File: src/rtl/CamCapturePkg.sv
`timescale 1ns/1ps
// CamCapturePkg: shared definitions for the camera pixel capture block.
// Holds the capture FSM state type and the output word layout constants.
package CamCapturePkg;

  // Bit position of the frame-start marker in a queue word.
  localparam int MARKER_BIT = 16;

  // Width of one assembled RGB565 pixel.
  localparam int PIXEL_W = 16;

  typedef enum logic [1:0] {
    IDLE,
    WAIT_FRAME,
    ACTIVE,
    DROP
  } cap_state_t;

endpackage

File: src/rtl/cam_byte_pairer.sv
`timescale 1ns/1ps
// cam_byte_pairer: tracks the byte phase within a camera line and assembles
// two consecutive bytes (high byte first) into one RGB565 pixel. The phase
// restarts at every href rising edge, so a stray byte left over from a previous
// line can never be paired with the first byte of the next one.
module cam_byte_pairer
  import CamCapturePkg::*;
(
  input  logic               clk,
  input  logic               reset_n,
  input  logic               enable,
  input  logic               href,
  input  logic               href_prev,
  input  logic [7:0]         data,
  output logic               pixel_valid,
  output logic [PIXEL_W-1:0] pixel,
  output logic               odd_pending
);

  logic       phase;
  logic [7:0] high_byte;
  logic       href_rise;
  logic       eff_phase;

  assign href_rise   = href && !href_prev;
  assign eff_phase   = href_rise ? 1'b0 : phase;
  assign pixel_valid = enable && href && eff_phase;
  assign pixel       = {high_byte, data};
  assign odd_pending = phase;

  // Latch the even byte and toggle the phase on every byte while href is high.
  always_ff @(posedge clk or negedge reset_n) begin
    if (!reset_n) begin
      phase     <= 1'b0;
      high_byte <= 8'h00;
    end else if (!enable) begin
      phase <= 1'b0;
    end else if (href) begin
      if (!eff_phase) begin
        high_byte <= data;
        phase     <= 1'b1;
      end else begin
        phase <= 1'b0;
      end
    end
  end

endmodule

File: src/rtl/cam_pixel_capture.sv
`timescale 1ns/1ps
// cam_pixel_capture: captures RGB565 frames from a parallel camera bus and
// writes one 17-bit word per pixel into a downstream queue (bit 16 marks the
// first pixel of a frame). Geometry violations and queue overflows set a
// per-frame sticky error; an overflow abandons the rest of the frame.
// Optional build macro CAM_CAPTURE_STATS_EN adds frame_count and drop_count.
module cam_pixel_capture
  import CamCapturePkg::*;
#(
  parameter int FRAME_WIDTH  = 640,
  parameter int FRAME_HEIGHT = 480
) (
  input  logic                clk,
  input  logic                reset_n,
  input  logic                vsync,
  input  logic                href,
  input  logic [7:0]          cam_data,
  input  logic                queue_full,
  output logic [MARKER_BIT:0] queue_data,
  output logic                queue_wr_en,
  output logic                frame_done,
  output logic                frame_error
`ifdef CAM_CAPTURE_STATS_EN
  ,
  output logic [15:0]         frame_count,
  output logic [15:0]         drop_count
`endif
);

  localparam int COL_W = $clog2(FRAME_WIDTH + 1);
  localparam int ROW_W = $clog2(FRAME_HEIGHT + 1);
  localparam logic [COL_W-1:0] COL_MAX = COL_W'(FRAME_WIDTH);
  localparam logic [ROW_W-1:0] ROW_MAX = ROW_W'(FRAME_HEIGHT);

  logic               vsync_r, vsync_q;
  logic               href_r, href_q;
  logic [7:0]         data_r;
  cap_state_t         state, state_next;
  logic [COL_W-1:0]   col;
  logic [ROW_W-1:0]   row;

  logic               pair_enable;
  logic               pixel_valid;
  logic [PIXEL_W-1:0] pixel;
  logic               odd_pending;

  logic               vsync_rise, vsync_fall, href_fall;
  logic               line_end, line_bad, in_bounds;
  logic               start_frame, end_frame;
  logic               do_write, do_drop, out_of_bounds;
  logic               err_set;

  assign vsync_rise  = vsync_r && !vsync_q;
  assign vsync_fall  = !vsync_r && vsync_q;
  assign href_fall   = href_q && !href_r;
  assign pair_enable = (state == ACTIVE) || (state == DROP);
  assign line_end    = (state == ACTIVE) && href_fall;
  assign line_bad    = odd_pending || (col != COL_MAX) || (row >= ROW_MAX);
  assign in_bounds   = (col < COL_MAX) && (row < ROW_MAX);
  assign err_set     = do_drop || out_of_bounds || (line_end && line_bad) ||
                       ((state == ACTIVE) && end_frame && (row != ROW_MAX));

  // Register the camera inputs once, plus a delayed copy for edge detection.
  always_ff @(posedge clk or negedge reset_n) begin
    if (!reset_n) begin
      vsync_r <= 1'b0;
      vsync_q <= 1'b0;
      href_r  <= 1'b0;
      href_q  <= 1'b0;
      data_r  <= 8'h00;
    end else begin
      vsync_r <= vsync;
      vsync_q <= vsync_r;
      href_r  <= href;
      href_q  <= href_r;
      data_r  <= cam_data;
    end
  end

  cam_byte_pairer u_pairer (
    .clk         (clk),
    .reset_n     (reset_n),
    .enable      (pair_enable),
    .href        (href_r),
    .href_prev   (href_q),
    .data        (data_r),
    .pixel_valid (pixel_valid),
    .pixel       (pixel),
    .odd_pending (odd_pending)
  );

  // Capture FSM state register.
  always_ff @(posedge clk or negedge reset_n) begin
    if (!reset_n) begin
      state <= IDLE;
    end else begin
      state <= state_next;
    end
  end

  // Next-state logic and per-pixel write/drop decisions.
  always_comb begin
    state_next    = state;
    start_frame   = 1'b0;
    end_frame     = 1'b0;
    do_write      = 1'b0;
    do_drop       = 1'b0;
    out_of_bounds = 1'b0;
    case (state)
      IDLE: begin
        if (vsync_r) state_next = WAIT_FRAME;
      end
      WAIT_FRAME: begin
        if (vsync_fall) begin
          state_next  = ACTIVE;
          start_frame = 1'b1;
        end
      end
      ACTIVE: begin
        if (vsync_rise) begin
          state_next = WAIT_FRAME;
          end_frame  = 1'b1;
        end else if (pixel_valid) begin
          if (!in_bounds) begin
            out_of_bounds = 1'b1;
          end else if (queue_full) begin
            do_drop    = 1'b1;
            state_next = DROP;
          end else begin
            do_write = 1'b1;
          end
        end
      end
      DROP: begin
        if (vsync_rise) begin
          state_next = WAIT_FRAME;
          end_frame  = 1'b1;
        end
      end
      default: state_next = IDLE;
    endcase
  end

  // Saturating column/row counters; columns restart at each line end.
  always_ff @(posedge clk or negedge reset_n) begin
    if (!reset_n) begin
      col <= '0;
      row <= '0;
    end else if (start_frame) begin
      col <= '0;
      row <= '0;
    end else if (state == ACTIVE) begin
      if (line_end) begin
        col <= '0;
        if (row != ROW_MAX) row <= row + 1'b1;
      end else if (pixel_valid && (col != COL_MAX)) begin
        col <= col + 1'b1;
      end
    end
  end

  // Queue write port, frame-done pulse and per-frame sticky error.
  always_ff @(posedge clk or negedge reset_n) begin
    if (!reset_n) begin
      queue_data  <= '0;
      queue_wr_en <= 1'b0;
      frame_done  <= 1'b0;
      frame_error <= 1'b0;
    end else begin
      queue_wr_en <= do_write;
      frame_done  <= end_frame;
      if (do_write) queue_data <= {(row == '0) && (col == '0), pixel};
      if (start_frame) begin
        frame_error <= 1'b0;
      end else if (err_set) begin
        frame_error <= 1'b1;
      end
    end
  end

`ifdef CAM_CAPTURE_STATS_EN
  // Frame counter wraps; drop counter saturates and counts every lost pixel.
  always_ff @(posedge clk or negedge reset_n) begin
    if (!reset_n) begin
      frame_count <= 16'h0000;
      drop_count  <= 16'h0000;
    end else begin
      if (end_frame) frame_count <= frame_count + 16'h0001;
      if ((do_drop || ((state == DROP) && pixel_valid)) && (drop_count != 16'hFFFF))
        drop_count <= drop_count + 16'h0001;
    end
  end
`endif

endmodule
File: config.mk
export PLATFORM = sky130hd
export DESIGN_NAME = cam_pixel_capture
export DESIGN_NICKNAME = d
export VERILOG_FILES = /design/src/rtl/CamCapturePkg.sv /design/src/rtl/cam_byte_pairer.sv /design/src/rtl/cam_pixel_capture.sv
export SDC_FILE = /design/constraint.sdc
export NUM_CORES = 1
export LEC_CHECK = 0
export BUFFER_PORTS_ARGS = -buffer_cell sky130_fd_sc_hd__buf_2
export CAP_MARGIN = 20
export CORE_ASPECT_RATIO = 0.6
export CORE_MARGIN = 4
export CORE_UTILIZATION = 45
export CTS_BUF_LIST = sky130_fd_sc_hd__clkbuf_4 sky130_fd_sc_hd__clkbuf_8 sky130_fd_sc_hd__clkbuf_16
export DETAILED_ROUTE_END_ITERATION = 10
export GPL_TIMING_DRIVEN = 0
export PLACE_DENSITY = 0.61
export RECOVER_POWER = 25
export SETUP_SLACK_MARGIN = 0.2
export SLEW_MARGIN = 20
export SYNTH_ARGS = -nofsm -noshare
export SYNTH_HDL_FRONTEND = slang
export SYNTH_HIERARCHICAL = 1
export SYNTH_SLANG_ARGS = --single-unit
File: constraint.sdc
create_clock -name clk -period 3 [get_ports clk]
set_input_delay 0.15 -clock clk [delete_from_list [all_inputs] [get_ports clk]]
set_output_delay 0.15 -clock clk [all_outputs]
set_load 0.005 [all_outputs]
==> impl_metrics.yaml, run 1 <==
outcome:
  outcome: "complete, no violations"
place:
  place_ws_ns: 0.167
  post_dp_cell_area_mm2: 0.00322
  port_buffers: 32
  gp_congestion: 0.853
  hpwlAfterDp_mm: 4.41
critical_path:
  cp_slowest_cell: "dfrtp_1"
  critPathKind: "reg2reg"
  slowest_delay_ns: 0.41
  worstPathMaxFanout: 10
  worst-endpoint-arrival_ns: 2.89
  path_cells: "inv_1, ha_1, clkbuf_2, or2_2, nand2_1, nor2_4, and3_1, nand2_4, buf_4, mux2_2"
  cp-start-kind: "register"
  cp.required_ns: 3.22
  cp-end-kind: "register"
clocking:
  root_buffer: "clkbuf_8"
  cts_buffers: 9
  post_cts.repair.setup_buffers: 0
  htree_num_levels: 3
  cts_buffer_depth: 2
  tritoncts: "built"
  clk_pin_slew_ns: 0.06
  clock_sinks: 62
  clk_latency_ns: 0.34
layout:
  diodes: 0
  fin_util_pct: 57.1
  final_area_mm2: 0.00355
  nFillCells: 536
  drive_gt1_share_pct: 31.0
  nets: 330
  syn_to_final_growth_pct: 21.0
route:
  ant_nets: 0
  dr_total_vias: 2070
  wirelength_mm: 6.12
  remaining_drc_errors: 0
  wire_per_inst_um: 15.4
  firstDrtPassIters: 4
  first_iter_violations: 101
  vias_per_cell: 5.21
synthesis:
  synthXorXnorAreaFrac_pct: 2.39
  muxShareOfSynthArea_pct: 11.6
  yosysUniqueCellTypes: 53
  synth_simple_gate_area_share_pct: 16.3
  synth_most_common_cell: "dfrtp_1"
  async_flop_share_pct: 100
  synth_ff_type: "dfrtp_1"
  avgSynthCellArea_um2: 11.6
  synth_edf_count: 0
  synth_area_leaders: "dfrtp_1 (53%), mux2_2 (9.6%), ha_1 (3.8%), buf_4 (2.6%), nand2_1 (2.2%)"
  synth_top_area_share_pct: 52.9
  syn_inst: 253
  netlist_top_cells_count: "dfrtp_1 (62), mux2_2 (25), nand2_1 (17)"
  synth_compound_area_share_pct: 8.14
  syn-num-nets: 275
  synth_top_family_by_area: "simple AND/OR/NAND/NOR gates"
  ys_seq_elements: 62
  yosysSeqAreaShare_pct: 52.9
  synthAdderAreaFrac_pct: 3.84
  synth_area_leader_cell: "dfrtp_1"
  synth_warnings: 6
  syn_area_mm2: 0.00293
sta:
  final-setup-viol-count: 0
  worst_slack_ns: 0.336
  fin_crit_sh_pct: 88.8
  fmax_ghz: 0.375
  skew_ns: 0.00992
  worstMarginPinSlew_ns: 1.33
  hold_viol: 0
  rsz0062_at_grt: "true"
  holdWs_ns: 0.224
  relSlewSlack_pct: 11.6
  fin_setup_tns_ns: 0
  period_needed_ns: 2.66
  drv_slew: 0
run:
  maxCapViolations: 0
hold_path:
  hp-class: "in2reg"
floorplanning:
  rows: 22
  coreArea_mm2: 0.00622
  ios: 33
  die_w_um: 112
  start_util_pct: 47.2
  dieArea_mm2: 0.00792
  dieHeight_um: 70.5
power:
  peakVddDrop_mv: 0.399
  leakage_nw: 1.76
  power_density_mw_per_mm2: 666
global_route:
  grt.overflow.total: 0
  antenna_found_initial: 0
  gr-usage-all-layers_pct: 16.7
  grt_max_degree: 40
  grt_pass1_wl_mm: 10.4
  grt_pass1_vias: 2041
## placed cells by master (no fill, tap or decap), types with 3 or more instances in the layout
cell	n
a211oi_1	3
a21oi_1	6
and2_1	3
and3_1	5
and3b_1	3
buf_2	32
buf_4	10
clkbuf_1	3
clkbuf_2	3
clkbuf_8	10
dfrtp_1	62
dlygate4sd3_1	11
ha_1	9
inv_1	12
mux2_2	25
mux2i_1	6
nand2_1	17
nand3_1	9
nand3b_1	3
nand4_1	8
nor2_1	13
nor3_1	3
o22ai_1	3
or2_2	3
or3_1	3
xor2_1	7
## timing repair
item	CTS	global route
gates resized for setup	1	3
hold buffers	11	0
setup endpoints to repair	11	14
endpoints found under the hold margin	33	0
## sequential cells by signal (all words and copies together), names as in the netlist, 2 cells and up
| register | flops |
|---|---|
| queue_data | 17 |
| col | 10 |
| row | 9 |
| data_r | 8 |
| u_pairer/high_byte | 8 |
| state | 2 |
## where the power goes
group | switching (mW) | total (mW) | internal (mW)
logic | 0.256 | 0.498 | 0.242
registers | 0.0847 | 1.04 | 0.956
clock network | 0.319 | 0.826 | 0.506
## layer usage
metal / vias up / wire length (um) / GRT usage [%]
li1: 1008 / - / -
met1: 1000 / 3250 / 26.5
met5: - / 0 / 0
met4: 0 / 51 / 4.53
met3: 6 / 370 / 6.07
met2: 56 / 2450 / 20.9
## cell type report
cell class / count / area, um2 / share of cell area, %
Timing Repair Buffer: 44 / 274 / 7.72
Clock buffer: 12 / 153 / 4.30
Inverter: 12 / 45.0 / 1.27
Tap cell: 84 / 105 / 2.96
Buffer: 15 / 97.6 / 2.75
Sequential cell: 62 / 1550 / 43.7
Clock inverter: 4 / 70.1 / 1.97
Multi-Input combinational cell: 164 / 1250 / 35.3
## cell families after synthesis
logic type | count (synthesis)
flip-flops | 62
AND/OR/NAND/NOR | 84
adder cells (fa/ha/maj) | 9
XOR/XNOR | 8
AO/OA/AOI/OAI | 32
buffers and inverters | 27
multiplexers | 31
## through the flow
stage          total power [mW]  cells
2_1_floorplan              1.39    253
3_3_place_gp               1.53    369
3_5_place_dp               1.55    370
4_1_cts                    2.38    397
5_1_grt                    2.51    397
6_report                   2.36    397
## path summary, 6_finish.rpt
| path | startpoint | to | slack [ns] | depth (start not counted) |
|---|---|---|---|---|
| max in group asynchronous | reset_n | u_pairer/odd_pending | 0.81 | 3 |
| max | state[0] | queue_data[0] | 0.34 | 10 |
| min reg2reg | queue_data[1] | queue_data[1] | 0.50 | 1 |
| max reg2reg | state[0] | queue_data[0] | 0.34 | 10 |
| min in group asynchronous | reset_n | col[7] | 0.62 | 2 |
| min | queue_full | frame_error | 0.22 | 4 |
## critical path, delay by kind of cell (launching register included)
| family | cells | cell delay, ns |
|---|---|---|
| buf+inv | 3 | 0.55 |
| mux | 1 | 0.35 |
| simple gates | 5 | 0.97 |
| flops | 1 | 0.41 |
| fa+ha+maj | 1 | 0.27 |
(Power assumes the default switching activity.)
==> run 2: changes to the inputs <==
Settings changed: PLACE_DENSITY 0.61 to 0.63.
Clock period 3 ns to 2.43 ns, I/O delays scaled along.
==> run 2 against run 1 <==
  * The run now ends with max-capacitance violations, max-slew violations left
  * Fmax increased by 28%
  * Hold slack got worse by 0.024 ns
  * Non-clock buffer count grew 6
  * Clock skew down 0.0030 ns
  * First-iteration DRC count rose by 16%
  * Combinational power grew 40%
  * Utilization is 1.9 points higher
  * Critical path type unchanged
  * Critical endpoint is now queue_data[14]
==> impl_metrics.yaml, run 2 (same netlist as run 1, synthesis figures left out) <==
critical_path:
  slowest_delay_ns: 0.43
  cp.required_ns: 2.65
  path_cells: "ha_4, buf_8, or2_4, nand2_2, nor2_4, and3_1, nand2_4, buf_6, mux2_2"
  r2r_cells: 9
  r2r_slack_ns: 0.35
  critPathKind: "reg2reg"
  cp-start-kind: "register"
  worst-endpoint-arrival_ns: 2.30
  cp_slowest_cell: "dfrtp_1"
  worstPathMaxFanout: 10
  cp-end-kind: "register"
sta:
  final-setup-viol-count: 0
  period_needed_ns: 2.08
  worstMarginPinSlew_ns: 1.68
  holdWs_ns: 0.200
  fin_crit_sh_pct: 85.8
  rsz0062_at_grt: "false"
  skew_ns: 0.00694
  relSlewSlack_pct: -12.1
  hold_viol: 0
  fmax_ghz: 0.480
  worst_slack_ns: 0.346
  drv_slew: 31
route:
  wire_per_inst_um: 15.3
  wirelength_mm: 6.14
  vias_per_cell: 5.23
  firstDrtPassIters: 4
  ant_nets: 0
  first_iter_violations: 117
  remaining_drc_errors: 0
  dr_total_vias: 2101
place:
  place_ws_ns: -0.188
  port_buffers: 32
  gp_congestion: 0.875
  hpwlAfterDp_mm: 4.23
layout:
  layout.cells.most_common: "dfrtp_1"
  diodes: 0
  multi_input_area_mm2: 0.00131
  largest_reg_flops: 17
  final-seq-area_mm2: 0.00155
  syn_to_final_growth_pct: 25.0
  nets: 336
  top_register: "queue_data"
  reg_top3: "queue_data x17, col x10, row x9"
  layout_common_cells: "dfrtp_1 (62), buf_2 (31), mux2_2 (25), nand2_1 (16), buf_4 (15)"
  nFillCells: 544
  drive_gt1_share_pct: 34.3
clocking:
  clk_pin_slew_ns: 0.07
  clk_latency_ns: 0.34
  cts_buffers: 9
  htree_num_levels: 3
  root_buffer: "clkbuf_8"
  cts_buffer_depth: 2
  clock_sinks: 62
  tritoncts: "built"
global_route:
  grt_use_met2_pct: 22.5
  use_met3_pct: 6.07
  antenna_found_initial: 0
  gr-usage-all-layers_pct: 16.5
  grt_pass1_vias: 2015
  met1_usage_pct: 24.5
  grt_max_degree: 33
  grt_most_used_layer: "met1"
  grt.overflow.total: 0
  grt_pass1_wl_mm: 10.1
floorplanning:
  dieHeight_um: 70.5
  dieArea_mm2: 0.00792
  die_w_um: 112
  ios: 33
  start_util_pct: 47.2
  rows: 22
  coreArea_mm2: 0.00622
outcome:
  violations: "max-capacitance violations, max-slew violations"
  outcome: "complete, but fails checks"
power:
  leakage_nw: 1.82
  power_density_mw_per_mm2: 797
  peakVddDrop_mv: 0.516
  p_total_mw: 2.92
run:
  maxCapViolations: 1
hold_path:
  hp-class: "in2reg"
  hold_depth: 4
## run 2: layout make-up
class | instances | area share (%)
Sequential cell | 62 | 42.3
Clock inverter | 3 | 1.16
Inverter | 12 | 1.23
Buffer | 15 | 3.21
Tap cell | 84 | 2.87
Multi-Input combinational cell | 164 | 35.6
Timing Repair Buffer | 50 | 9.11
Clock buffer | 12 | 4.50
## run 2: per-stage QoR
stage               cells  area [um2]  TNS [ns]  util [%]
detailed placement    370        3230     -1.67      52.0
floorplan             253        2950         0         -
CTS                   400        3630         0      58.3
global route          402        3670         0      59.0
finish                402        3670         0      59.0
global placement      369        3210     -2.03      51.6
## run 2: path summary, 6_finish.rpt
| kind | end | start |
|---|---|---|
| setup reg to reg | queue_data[14] | state[1] |
| hold / removal | frame_error | queue_full |
| hold reg to reg | queue_data[11] | queue_data[11] |
| setup / recovery | queue_data[14] | state[1] |
| max in group asynchronous | row[1] | reset_n |
| min in group asynchronous | col[8] | reset_n |
## run 2: timing repair
| item | CTS | global route |
|---|---|---|
| resized for setup | 10 | 8 |
| gates cloned | 0 | 0 |
| setup endpoints to repair | 30 | 25 |
| pin swaps | 0 | 4 |
| endpoints found under the hold margin | 40 | 0 |
| hold buffers | 11 | 0 |
| buffers inserted | 4 | 2 |
## run 2: layer usage
layer	up-vias	share of wire, %
li1	1026	-
met1	1006	51
met2	62	42
met3	7	6.1
met4	0	0.98
met5	-	0
## run 2: worst max-delay path, delay by kind of cell, from the launching register on
kind | cells | cell delay (ns)
AND/OR/NAND/NOR | 5 | 0.74
flip-flops | 1 | 0.43
multiplexers | 1 | 0.34
buffers and inverters | 2 | 0.28
adder cells (fa/ha/maj) | 1 | 0.18
## run 2: report_power, final
part / internal (mW) / total (mW) / switching [mW] / leakage [nW]
Clock: 0.550 / 0.939 / 0.389 / 0.104
Combinational: 0.350 / 0.699 / 0.349 / 0.904
Sequential: 1.18 / 1.28 / 0.103 / 0.810
Total: 2.08 / 2.92 / 0.842 / 1.82
==> run 3: changes to the inputs <==
Settings changed: CORE_UTILIZATION 45 to 52, PLACE_DENSITY 0.63 to 0.72.
==> run 3 against run 2 <==
  * Register-to-register slack worse by 0.04 ns
  * Combinational power hardly changed
  * Cell count is 4.5% lower
  * Flip-flop and latch count stayed put
  * The run now ends clean
  * Worst setup slack worse by 0.042 ns
  * Global-route usage is 2.7 points higher
  * Largest cell class unchanged
  * Fmax is 2.0% lower
==> impl_metrics.yaml, run 3 (same netlist as run 1, synthesis figures left out) <==
critical_path:
  r2r_cells: 11
  r2r-start: "state[0]"
  cp-end-kind: "register"
  worstPathMaxFanout: 10
  cp-start-kind: "register"
  reg2reg_to: "col[7]"
  cp.required_ns: 2.63
  r2r_slack_ns: 0.30
  worst-endpoint-arrival_ns: 2.33
  critPathKind: "reg2reg"
hold_path:
  hp-class: "in2reg"
  hp-start: "queue_full"
  hold_end: "frame_error"
  hold_depth: 4
layout:
  largest_reg_flops: 17
  diodes: 0
  layout.cells.most_common: "dfrtp_1"
  reg_top3: "queue_data x17, col x10, row x9"
  syn_to_final_growth_pct: 22.2
  layout_common_cells: "dfrtp_1 (62), mux2_2 (25)"
  top_register: "queue_data"
  drive_gt1_share_pct: 29.9
  fin_util_pct: 68.2
  nets: 335
  final_area_mm2: 0.00359
power:
  leakage_nw: 1.73
  p_total_mw: 2.85
  power_density_mw_per_mm2: 795
  clockPowerShare_pct: 30.6
  peakVddDrop_mv: 0.480
  swShare_pct: 29.6
  p_int_mw: 2.01
  seqPwrFrac_pct: 45.0
  pwr-share-comb_pct: 24.4
  power.switching_mw: 0.843
place:
  gp_congestion: 0.842
  post_dp_cell_area_mm2: 0.00319
  port_buffers: 32
  hpwlAfterDp_mm: 4.13
  place_ws_ns: -0.173
sta:
  final-setup-viol-count: 0
  drv_slew: 0
  worstMarginPinSlew_ns: 1.49
  skew_ns: 0.00415
  hold_viol: 0
  worst_slack_ns: 0.304
  period_needed_ns: 2.13
  fmax_ghz: 0.470
  fin_crit_sh_pct: 87.5
  rsz0062_at_grt: "false"
  relSlewSlack_pct: 0.455
  fin_setup_tns_ns: 0
clocking:
  root_buffer: "clkbuf_8"
  clk_pin_slew_ns: 0.07
  cts_buffer_depth: 2
  clk_latency_ns: 0.33
  cts_buffers: 9
  clock_sinks: 62
  tritoncts: "built"
  htree_num_levels: 3
route:
  dr_total_vias: 2089
  wirelength_mm: 6.05
  first_iter_violations: 113
  vias_per_cell: 5.44
  wire_per_inst_um: 15.8
  firstDrtPassIters: 4
  ant_nets: 0
  remaining_drc_errors: 0
global_route:
  antenna_found_initial: 0
  grt_pass1_vias: 2093
  grt_max_degree: 63
  grt.overflow.total: 0
  grt_pass1_wl_mm: 10.4
  gr-usage-all-layers_pct: 19.3
floorplanning:
  die_w_um: 105
  start_util_pct: 55.8
  coreArea_mm2: 0.00526
  dieHeight_um: 66.2
  ios: 33
  dieArea_mm2: 0.00695
  rows: 20
outcome:
  outcome: "complete, no violations"
run:
  maxCapViolations: 0
run 3: changes by cell type in the layout (fill, tap and decap cells not counted), moves of 2 or more:
cell,change
clkbuf_8,-3
clkinv_4,+2
clkinv_2,+2
clkbuf_1,+13
buf_2,-15
run 3: power by group through the flow:
stage | clock network [mW] | registers (mW) | logic (mW)
after floorplan | 0 | 1.28 | 0.441
final | 0.873 | 1.28 | 0.696
after detailed placement | 0 | 1.30 | 0.596
after global routing | 0.942 | 1.30 | 0.788
after global placement | 0 | 1.29 | 0.583
after CTS | 0.889 | 1.28 | 0.671
run 3: stage by stage:
stage,hold slack (ns),instances
after floorplan,-0.174,253
after global placement,0.229,351
after detailed placement,0.232,351
after CTS,0.206,383
after global routing,0.216,384
final,0.219,384
run 3: cell type report:
| class | instances | area [um2] |
|---|---|---|
| fill | 416 | 1670 |
| sequential | 62 | 1550 |
| multi-input combinational | 164 | 1300 |
| timing repair buffer | 49 | 297 |
| clock buffer | 10 | 131 |
| buffer | 15 | 114 |
| tap | 66 | 82.6 |
| clock inverter | 6 | 62.6 |
| inverter | 12 | 45.0 |
run 3: worst max path at each step:
stage / startpoint / endpoint / slack [ns] / cells after the start
4_1_cts: state[0] / queue_data[0] / 0.20 / 10
2_1_floorplan: state[0] / queue_data[0] / 0.22 / 10
3_3_place_gp: state[0] / col[9] / -0.17 / 11
5_1_grt: state[0] / col[6] / 0.16 / 11
3_5_place_dp: state[0] / col[9] / -0.17 / 11
6_report: state[0] / col[7] / 0.30 / 11
run 3: layer usage:
metal | track usage, % | wire [um] | up-vias
met2 | 28.1 | 2570 | 63
met3 | 5.37 | 401 | 6
met1 | 27.6 | 3020 | 997
li1 | - | - | 1023
met5 | 0 | 0 | -
met4 | 6.71 | 52 | 0
run 3: worst max-delay path: stages, from the launching register on:
cell	delay, ns
dfrtp_1	0.39
inv_2	0.09
ha_4	0.17
buf_6	0.14
or2_4	0.15
nand2_4	0.07
nor2_4	0.17
inv_1	0.06
a31o_1	0.19
buf_4	0.18
a211oi_2	0.25
o22ai_1	0.12
run 3: what timing repair did:
item,4_1_cts,5_1_grt
cloned,0,0
resized for setup,12,6
setup buffers,5,1
pin swaps,0,3
hold endpoints to repair,72,0
hold buffers,11,0
setup endpoints to repair,30,26
